--- config.mk ---
export PLATFORM = sky130hd
export DESIGN_NAME = gtx_prbs_tx_c160
export DESIGN_NICKNAME = d
export VERILOG_FILES = /design/src/rtl/gtx_prbs_tx_c160.sv
export SDC_FILE = /design/constraint.sdc
export NUM_CORES = 1
export LEC_CHECK = 0
export CORE_UTILIZATION = 40
export CTS_BUF_LIST = sky130_fd_sc_hd__clkbuf_4 sky130_fd_sc_hd__clkbuf_8 sky130_fd_sc_hd__clkbuf_16
export DETAILED_ROUTE_END_ITERATION = 6
export SKIP_LAST_GASP = 1
export SYNTH_ARGS = -nofsm -noshare
export SYNTH_HDL_FRONTEND = slang
export SYNTH_SLANG_ARGS = --single-unit
--- constraint.sdc ---
create_clock -name clk_i -period 10.5 [get_ports clk_i]
set_input_delay 1.05 -clock clk_i [delete_from_list [all_inputs] [get_ports clk_i]]
set_output_delay 1.05 -clock clk_i [all_outputs]
set_load 0.05 [all_outputs]
--- src/rtl/gtx_prbs_tx_c160.sv ---
// Transmit-side PRBS frame source for the 48-bit GTX link test: idle, start burst, then LFSR frames.
// Optional FRM_CNT frame counter is built only when PRBS_TX_FRAME_CNT_EN is defined.
module gtx_prbs_tx_c160 #(
  parameter logic [47:0] StartPattern = 48'hFFFFFF000000,
  parameter logic [47:0] IdlePattern  = 48'h000000000000,
  parameter logic [23:0] InitFill     = 24'h83B62E,
  parameter int unsigned StartFrames  = 4
) (
  input  logic        clk_i,
  input  logic        rst_i,
  input  logic        ce1_i,
  input  logic        ce3_i,
  input  logic        ena_i,
  input  logic        start_i,
  input  logic        inj_err_i,
  output logic [47:0] tx_data_o,
  output logic        tx_strt_o,
  output logic        tx_prbs_o,
  output logic [7:0]  inj_cnt_o,
  output logic [31:0] frm_cnt_o
);

  typedef enum logic [1:0] {StIdle, StStrt, StPrbs} state_e;

  function automatic logic [23:0] lfsr_step(input logic [23:0] l);
    return {l[22:0], l[23] ^ l[22] ^ l[21] ^ l[16]};
  endfunction

  state_e      state_q, state_d;
  logic [7:0]  cnt_q, cnt_d;
  logic [23:0] lfsr_q, lfsr_d;
  logic [23:0] hi_q, hi_d;
  logic [47:0] tx_data_q, tx_data_d;
  logic        tx_strt_q, tx_strt_d;
  logic        tx_prbs_q, tx_prbs_d;
  logic        start_req_q, start_req_d;
  logic        inj_req_q, inj_req_d;
  logic [7:0]  inj_cnt_q, inj_cnt_d;
  logic [47:0] frame;

  always_comb begin
    state_d     = state_q;
    cnt_d       = cnt_q;
    lfsr_d      = lfsr_q;
    hi_d        = hi_q;
    tx_data_d   = tx_data_q;
    tx_strt_d   = tx_strt_q;
    tx_prbs_d   = tx_prbs_q;
    start_req_d = start_req_q | start_i;
    inj_req_d   = inj_req_q | inj_err_i;
    inj_cnt_d   = inj_cnt_q;
    frame       = '0;

    if (state_q != StPrbs) begin
      lfsr_d = InitFill;
    end else if (ce1_i) begin
      // CE1 captures the upper word of the frame that the following CE3 emits
      hi_d   = lfsr_q;
      lfsr_d = lfsr_step(lfsr_q);
    end

    if (ce3_i) begin
      if (!ena_i) begin
        state_d = StIdle;
      end else begin
        unique case (state_q)
          StIdle: begin
            if (start_req_q) begin
              state_d = StStrt;
              cnt_d   = 8'(StartFrames);
            end
          end
          StStrt: begin
            if (cnt_q == 8'd1) state_d = StPrbs;
            else               cnt_d   = cnt_q - 8'd1;
          end
          StPrbs: begin
            if (start_req_q) begin
              state_d = StStrt;
              cnt_d   = 8'(StartFrames);
            end
          end
          default: state_d = StIdle;
        endcase
      end

      unique case (state_d)
        StStrt: begin
          tx_data_d = StartPattern;
          tx_strt_d = 1'b1;
          tx_prbs_d = 1'b0;
          lfsr_d    = InitFill;
          if (state_q != StStrt) start_req_d = start_i;
        end
        StPrbs: begin
          // First frame of a run comes straight from the init fill; later ones from hi/lfsr
          if (state_q == StPrbs) begin
            frame  = {hi_q, lfsr_q};
            lfsr_d = lfsr_step(lfsr_q);
          end else begin
            frame  = {InitFill, lfsr_step(InitFill)};
            lfsr_d = lfsr_step(lfsr_step(InitFill));
          end
          tx_data_d = frame ^ {47'b0, inj_req_q};
          tx_strt_d = 1'b0;
          tx_prbs_d = 1'b1;
          inj_req_d = inj_err_i;
          if (inj_req_q && inj_cnt_q != 8'hFF) inj_cnt_d = inj_cnt_q + 8'd1;
        end
        default: begin
          tx_data_d = IdlePattern;
          tx_strt_d = 1'b0;
          tx_prbs_d = 1'b0;
          lfsr_d    = InitFill;
        end
      endcase
    end

    if (!ena_i) start_req_d = 1'b0;
  end

  always_ff @(posedge clk_i or posedge rst_i) begin
    if (rst_i) begin
      state_q     <= StIdle;
      cnt_q       <= '0;
      lfsr_q      <= InitFill;
      hi_q        <= '0;
      tx_data_q   <= IdlePattern;
      tx_strt_q   <= 1'b0;
      tx_prbs_q   <= 1'b0;
      start_req_q <= 1'b0;
      inj_req_q   <= 1'b0;
      inj_cnt_q   <= '0;
    end else begin
      state_q     <= state_d;
      cnt_q       <= cnt_d;
      lfsr_q      <= lfsr_d;
      hi_q        <= hi_d;
      tx_data_q   <= tx_data_d;
      tx_strt_q   <= tx_strt_d;
      tx_prbs_q   <= tx_prbs_d;
      start_req_q <= start_req_d;
      inj_req_q   <= inj_req_d;
      inj_cnt_q   <= inj_cnt_d;
    end
  end

`ifdef PRBS_TX_FRAME_CNT_EN
  logic [31:0] frm_cnt_q, frm_cnt_d;

  always_comb begin
    frm_cnt_d = frm_cnt_q;
    if (ce3_i && state_d == StStrt && state_q != StStrt) begin
      frm_cnt_d = '0;
    end else if (ce3_i && state_d == StPrbs) begin
      frm_cnt_d = frm_cnt_q + 32'd1;
    end
  end

  always_ff @(posedge clk_i or posedge rst_i) begin
    if (rst_i) frm_cnt_q <= '0;
    else       frm_cnt_q <= frm_cnt_d;
  end

  assign frm_cnt_o = frm_cnt_q;
`else
  assign frm_cnt_o = '0;
`endif

  assign tx_data_o = tx_data_q;
  assign tx_strt_o = tx_strt_q;
  assign tx_prbs_o = tx_prbs_q;
  assign inj_cnt_o = inj_cnt_q;

endmodule

# ---- Word-level counts from Yosys, hierarchy flattened
# Index checks and enable logic that the tools add are counted.
# Widths: inputs -> output; s select.
dict set report classes {
  bitwise 7
  muxes 25
  n_reduce_logical 8
  addsub 2
  n_eq_ne 10
}
# op n
set ops {}
lappend ops {{$mux 48} 3}
lappend ops {{$mux 24} 5}
lappend ops {{$pmux 48 s2} 1}
lappend ops {{$xor 48x1->48} 1}
lappend ops {{$mux 8} 2}
lappend ops {{$pmux 8 s2} 1}
lappend ops {{$add 8x1->8 const B} 1}
lappend ops {{$eq 8x1->1 const B} 1}
lappend ops {{$mux 1} 8}
lappend ops {{$mux 2} 4}
lappend ops {{$ne 8x8->1 const B} 1}
lappend ops {{$sub 8x1->8 const B} 1}
lappend ops {{$reduce_and 5->1} 1}
lappend ops {{$eq 2x1->1 const B} 2}
lappend ops {{$eq 2x2->1 const B} 2}
lappend ops {{$ne 2x1->1 const B} 2}
lappend ops {{$ne 2x2->1 const B} 2}
lappend ops {{$pmux 2 s2} 1}
lappend ops {{$reduce_and 3->1} 1}
lappend ops {{$reduce_bool 3->1} 1}
lappend ops {{$xor 1x1->1} 3}
lappend ops {{$logic_not 2->1} 1}
lappend ops {{$or 1x1->1} 2}
lappend ops {{$reduce_and 2->1} 1}
lappend ops {{4 further kinds} 4}
dict set report word_totals {
  out_inout_bits 90
  regBits 118
}

# ---- Depth between registers and ports, before layout
# Gate-level depths: netlist of the first run.
dict set report depth {
  word_depth 10
  mapped_depth 14
  mapped_depth_nobuf 13
}

# ---- Least setup slack after synthesis of the first run
# Ideal clock, no wire load.
dict set report synth_path {
  path_type {register to register}
  from {reg cnt_q[1]}
  to {reg inj_cnt_q[5], in the netlist inj_cnt_o[5]}
  arrival_time_ns 2.341
  setup_slack_ns 8.018
  path_stages_with_launch 12
  synth_period_minus_slack_ns 2.482
  t_required_ns 10.359
  path_cell_list {dfrtp_1 -> inv_1 -> ha_1 -> nor3b_2 -> a21oi_2 -> o21ai_0 -> ha_1 -> nand3_1 -> a41oi_4 -> and3_1 -> nand4_1 -> xnor2_1}
}
dict set report synth_via {
  elab_chain_len 7
}
# item line
set synth_lines {}
lappend synth_lines {{start: declaration} 30} ;# logic [7:0] cnt_q, cnt_d;
lappend synth_lines {{start signal: assignment} 136} ;# cnt_q <= cnt_d;
lappend synth_lines {{$eq 8x1->1} 74} ;# if (cnt_q == 8'd1) state_d = StPrbs;
lappend synth_lines {{$mux 2} 74}
lappend synth_lines {{$pmux 2 s2} 66} ;# unique case (state_q)
lappend synth_lines {{$mux 2} 63} ;# if (!ena_i) begin
lappend synth_lines {{$mux 2} 62} ;# if (ce3_i) begin
lappend synth_lines {{$eq 2x2->1} 87} ;# unique case (state_d)
lappend synth_lines {{$reduce_and 3->1 (no source line)} n/a}
lappend synth_lines {{end signal: assignment} 144} ;# inj_cnt_q <= inj_cnt_d;
lappend synth_lines {{end: declaration} 38} ;# logic [7:0] inj_cnt_q, inj_cnt_d;
# Every way passes these cells. The select of a mux whose other input is x is not followed.
# A chain may end at the register's enable or synchronous reset.

==> results of run 1 <==
-- final cells by class --
class                           count  area (um2)
Clock buffer                       23         483
Inverter                           11        43.8
Multi-Input combinational cell    300        2090
Sequential cell                   118        2970
Clock inverter                      9         198
Fill cell                        1131        6200
Timing Repair Buffer               69         678
Tap cell                          172         215
-- where the power goes --
part           total (W)  internal, W  switching (W)
Clock           0.000662     0.000467       0.000196
Sequential      0.000538     0.000500      0.0000382
Combinational   0.000181    0.0000657       0.000115
-- through the flow --
stage,hold WS [ps],std cells
floorplan,465,490
global placement,474,670
detailed placement,479,670
CTS,495,702
global route,509,702
finish,490,702
-- how the worst max path moves through the flow --
stage,to,slack (ps)
finish,tx_data_o[43]$_DFFE_PP0P_,6930
detailed placement,tx_data_o[43]$_DFFE_PP0P_,6490
global route,tx_data_o[42]$_DFFE_PP0P_,6690
global placement,tx_data_o[44]$_DFFE_PP0P_,6570
floorplan,cnt_q[0]$_DFFE_PP0P_,6340
CTS,tx_data_o[43]$_DFFE_PP0P_,6920
-- cells in the mapped netlist, types with 2 or more instances --
cell type,number
a21o_1,3
a21oi_1,17
a21oi_2,2
a221o_1,14
a22o_1,12
a22oi_1,3
a31oi_1,4
a32o_1,2
a32oi_1,6
and3_1,3
buf_1,2
buf_2,11
buf_4,36
buf_6,2
clkbuf_1,10
dfrtp_1,106
dfstp_2,12
ha_1,6
inv_1,10
mux2_1,4
mux2_2,26
mux2i_1,12
nand2_1,21
nand2b_1,4
nand3_1,5
nand4_1,2
nor2_1,41
nor3_1,2
nor4_4,2
o211ai_1,2
o21ai_0,10
o21ai_1,11
o22ai_1,8
o2bb2ai_1,11
o31ai_1,2
xnor2_1,9
xor2_1,4
-- kinds of logic (layout without fill, tap and decap cells) --
| group | Yosys count | in the layout | synth area share [%] |
|---|---|---|---|
| AO/OA/AOI/OAI | 114 | 114 | 15.8 |
| XOR/XNOR | 13 | 13 | 2.12 |
| adder cells (fa/ha/maj) | 6 | 6 | 1.40 |
| buffers and inverters | 72 | 112 | 8.07 |
| flip-flops | 118 | 118 | 55.2 |
| multiplexers | 42 | 42 | 8.52 |
| other | 1 | 32 | 0.0697 |
| AND/OR/NAND/NOR | 93 | 93 | 8.82 |
-- sequential cells by signal (all words and copies together), names as in the netlist, 2 cells and up --
register / count
inj_cnt_o: 8
hi_q: 24
lfsr_q: 24
cnt_q: 8
state_q: 2
tx_data_o: 48
-- critical path: stages --
cell	delay, ps
clkdlybuf4s50_1	450
buf_4	320
inv_2	440
nor2_2	280
nand2_1	520
nor2_4	590
a221o_1	220
-- metal layers --
layer,routed length (um),vias to the layer above,part of all wire [%],global-route usage (%)
met1,5790,1722,50,25.9
met4,101,0,0.88,6.17
met2,5060,110,44,25.2
met3,535,9,4.7,5.67
met5,0,-,0,0
li1,-,1707,-,-
==> impl_metrics.toml, run 1 <==
[run_status]
status = "finished clean"

[synth]
ys.warnings.count = 0
synth_edf_count = 0
yosysTopAreaCellShare_pct = 49.3
ys_seq_area_share_pct = 55.2
syn_inst = 459
yosys.cell_types.count = 59
synth_area_um2 = 5380
synth_seq_cells = 118
synth_area_leaders = "dfrtp_1, dfstp_2, mux2_2"
synth_top_flop_cell = "dfrtp_1"
postSynthAreaPerCell_um2 = 11.7
synth_area_leader_cell = "dfrtp_1"
async_flop_share_pct = 100

[floorplanning]
io_pins = 97
die_x_um = 118
die-area_um2 = 13900
row_count = 41
die_y_um = 118
initial_core_util_pct = 41.8
coreArea_um2 = 12900

[finish]
layout.nets = 530
drive_gt1_share_pct = 17.4
area_delta_synth_final_pct = 24.2
final_common_cell = "dfrtp_1"
fin_util_pct = 51.9
final_area_um2 = 6680
antenna_cells_inserted = 0
mostFrequentLayoutCells = "dfrtp_1, clkdlybuf4s50_1, nor2_1, conb_1, mux2_2"

[timing]
tightest_slew_ps = 936
setup_slack_ps = 6930
hold_viol_final = 0
slew_viol_final = 0
fmax_mhz = 280
tns_ps = 0
min_period_ps = 3570
clock_skew_ps = 8.17
setup_viol = 0
period_share_pct = 34.0
timing.slew.headroom_pct = 37.6
rsz0062_at_grt = "no"

[worst_hold_path]
hold_path_depth = 1
whs_endpoint = "tx_data_o[11]$_DFFE_PP0P_"
worstHoldStart = "tx_data_o[11]$_DFFE_PP0P_"
hold_class = "flop to flop"

[global_route]
antenna_found_initial = 0
grt_usage_pct = 17.9
gr-total-overflow = 0
grt_max_degree = 63
grt_pass1_vias = 3572
grt_pass1_wl_um = 19200

[cts]
cts_buffers = 17
cts_root_buffer = "clkbuf_16"
clock-sinks = 118
clock_latency_ps = 410
hold_buffers = 0
cts_setup_buffers = 0
cts-htree-levels = 4
tritoncts = "built"
clk_pin_slew_worst_paths_ps = 50
ctsResizeCount = 0
clockBufferDepth = 2

[placed_design]
post_dp_cell_area_um2 = 6000
place_ws_ps = 6490
place.gp.congestion = 0.782
port_buffers = 64
dp_hpwl_um = 7410

[setup_path]
reg2reg_from = "cnt_q[1]$_DFFE_PP0P_"
cp_max_fo = 52
critPathCaptureType = "flop"
crit_type = "input port to flop"
r2r_end = "tx_data_o[43]$_DFFE_PP0P_"
crit_arrival_ps = 3910
cp.required_ps = 10840
start_kind = "input port"
r2r_slack_ps = 7180
r2r_cells = 10
cp-startpoint = "ce3_i"

[job]
drv_cap = 0

[pwr]
vdd_drop_max_v = 0.000128
p_leak_nw = 3.06
p_total_w = 0.00138
p_per_area_nw_per_um2 = 207

[detailed_routing]
drt-pass1-iter-count = 4
drtAntennaViolNets = 0
drc = 0
vias = 3548
via_per_inst = 5.05
wl_per_cell_um = 16.4
drtIter0Drc = 230
wirelength_um = 11500
No activity file was read; power rests on OpenSTA's default activity.
==> run 2, diff against run 1 <==
--- a/config.mk
+++ b/config.mk
@@ -8,6 +8,7 @@
 export CORE_UTILIZATION = 40
 export CTS_BUF_LIST = sky130_fd_sc_hd__clkbuf_4 sky130_fd_sc_hd__clkbuf_8 sky130_fd_sc_hd__clkbuf_16
 export DETAILED_ROUTE_END_ITERATION = 6
+export PLACE_DENSITY = 0.66
 export SKIP_LAST_GASP = 1
 export SYNTH_ARGS = -nofsm -noshare
 export SYNTH_HDL_FRONTEND = slang
==> constraint.sdc (replaced) <==
create_clock -name clk_i -period 2.95 [get_ports clk_i]
set_input_delay 0.295 -clock clk_i [delete_from_list [all_inputs] [get_ports clk_i]]
set_output_delay 0.295 -clock clk_i [all_outputs]
set_load 0.05 [all_outputs]
==> run 2 against run 1 <==
Worst setup slack lost 6600 ps; first-iteration DRC count grew 23%; clock-buffer cell count is the same; utilization is essentially flat; combinational power grew to 3.6 times the previous value; clock power grew to 3.2 times the previous value; register-to-register slack lost 6900 ps; die area is the same; global-route usage shrank 0.35 points.
==> impl_metrics.toml, run 2 (synthesis gave the netlist of run 1 again) <==
[global_route]
gr-total-overflow = 0
grt_usage_pct = 17.6
grt_max_degree = 53
gr-usage-met3_pct = 4.99
use_met1_pct = 24.4
grt_pass1_vias = 3688
antenna_found_initial = 0
top_usage_layer = "met2"
grt_pass1_wl_um = 19300
grtUsageMet2_pct = 26.3

[pwr]
p_total_w = 0.00468
p_leak_nw = 3.06
p_per_area_nw_per_um2 = 700
vdd_drop_max_v = 0.000283

[timing]
tightest_slew_ps = 822
period_share_pct = 89.8
timing.slew.headroom_pct = 45.1
min_period_ps = 2650
tns_ps = 0
setup_viol = 0
clock_skew_ps = 7.11
slew_viol_final = 0
setup_slack_ps = 300
fmax_mhz = 377
hold_viol_final = 0
rsz0062_at_grt = "no"

[setup_path]
worst_path_max_delay_cell = "dfrtp_1"
crit_arrival_ps = 2950
reg2reg_from = "cnt_q[1]$_DFFE_PP0P_"
critPathBufInv = 3
r2r_slack_ps = 300
r2r_cells = 12
r2r_end = "inj_cnt_o[1]$_DFFE_PP0P_"
critical-path-top-delay-family = "simple AND/OR/NAND/NOR gates"
critPathCaptureType = "flop"
crit_chain = "inv_1 -> ha_1 -> nor3b_4 -> nand2_1 -> nor2_1 -> o21ai_1 -> inv_1 -> ha_1 -> nand3_1 -> a41oi_4 -> buf_4 -> mux2_2"
start_kind = "flop"
worst_path_largest_cell_delay_ps = 400
cp_max_fo = 5
crit_type = "flop to flop"
cp.required_ps = 3250

[floorplanning]
coreArea_um2 = 12900
io_pins = 97
die_y_um = 118
row_count = 41
die_x_um = 118
initial_core_util_pct = 41.8
die-area_um2 = 13900

[cts]
cts-htree-levels = 4
cts_buffers = 17
clockBufferDepth = 2
hold_buffers = 0
cts_root_buffer = "clkbuf_16"
clk_pin_slew_worst_paths_ps = 60
tritoncts = "built"
clock-sinks = 118
clock_latency_ps = 410

[detailed_routing]
vias = 3699
wl_per_cell_um = 16.3
wirelength_um = 11600
drtAntennaViolNets = 0
drc = 0
via_per_inst = 5.22
drtIter0Drc = 283
drt-pass1-iter-count = 4

[placed_design]
port_buffers = 64
place_ws_ps = 142
dp_hpwl_um = 7710
place_inst = 675
place.gp.congestion = 0.837

[finish]
multi_input_area_um2 = 2100
layout.nets = 536
antenna_cells_inserted = 0
final_common_cell = "dfrtp_1"
fin_util_pct = 51.9
area_delta_synth_final_pct = 24.3
layout.cells.non_filler = 708
regArea_um2 = 2970
largest_register_ffs = 48
mostFrequentLayoutCells = "dfrtp_1, clkdlybuf4s50_1, nor2_1, conb_1, mux2_2"
fillCellCount = 1128
drive_gt1_share_pct = 18.3

[worst_hold_path]
hold_class = "input port to async pin"

[run_status]
status = "finished clean"

[job]
drv_cap = 0
run 2: cell count changes in the layout (fill, tap and decap cells not counted), moves of 2 or more:
cell / previous run / this run
clkinvlp_4: 1 / 3
buf_12: 0 / 2
bufinv_16: 6 / 3
buf_4: 5 / 9
clkinv_2: 2 / 4
run 2: repair_timing:
| item | CTS | global route |
|---|---|---|
| endpoints found under the setup margin | 0 | 13 |
| setup buffers | 0 | 1 |
| gates resized for setup | 0 | 2 |
run 2: layer usage:
| layer | wire length [um] | vias to the layer above |
|---|---|---|
| li1 | - | 1723 |
| met1 | 5570 | 1846 |
| met2 | 5270 | 114 |
| met3 | 607 | 16 |
| met4 | 119 | 0 |
| met5 | 0 | - |
run 2: power breakdown:
group	switching, W	leakage, nW	internal [W]	total (W)
Sequential	0.000136	1.58	0.00178	0.00192
Clock	0.000699	0.301	0.00140	0.00210
Combinational	0.000414	1.18	0.000246	0.000659
Total	0.00125	3.06	0.00343	0.00468
run 2: worst max-delay path by stage:
stage | cells after the start | endpoint | start
6_report | 12 | inj_cnt_o[1]$_DFFE_PP0P_ | cnt_q[1]$_DFFE_PP0P_
5_1_grt | 13 | inj_cnt_o[5]$_DFFE_PP0P_ | cnt_q[1]$_DFFE_PP0P_
4_1_cts | 11 | inj_cnt_o[5]$_DFFE_PP0P_ | cnt_q[1]$_DFFE_PP0P_
3_5_place_dp | 11 | inj_cnt_o[5]$_DFFE_PP0P_ | cnt_q[1]$_DFFE_PP0P_
3_3_place_gp | 11 | inj_cnt_o[5]$_DFFE_PP0P_ | cnt_q[1]$_DFFE_PP0P_
2_1_floorplan | 11 | inj_cnt_o[5]$_DFFE_PP0P_ | cnt_q[1]$_DFFE_PP0P_
run 2: final cells by class:
type                       instances  share of cell area (%)
sequential                       118                    44.4
timing repair buffer              75                    11.2
clock inverter                     9                    1.87
clock buffer                      23                    7.23
inverter                          11                   0.674
multi-input combinational        300                    31.4
tap                              172                    3.22
run 2: through the flow:
step                area [um2]  hold WS, ps
global placement          6060          472
detailed placement        6060          472
finish                    6680          389
CTS                       6670          409
floorplan                 5500          387
global route              6680          449
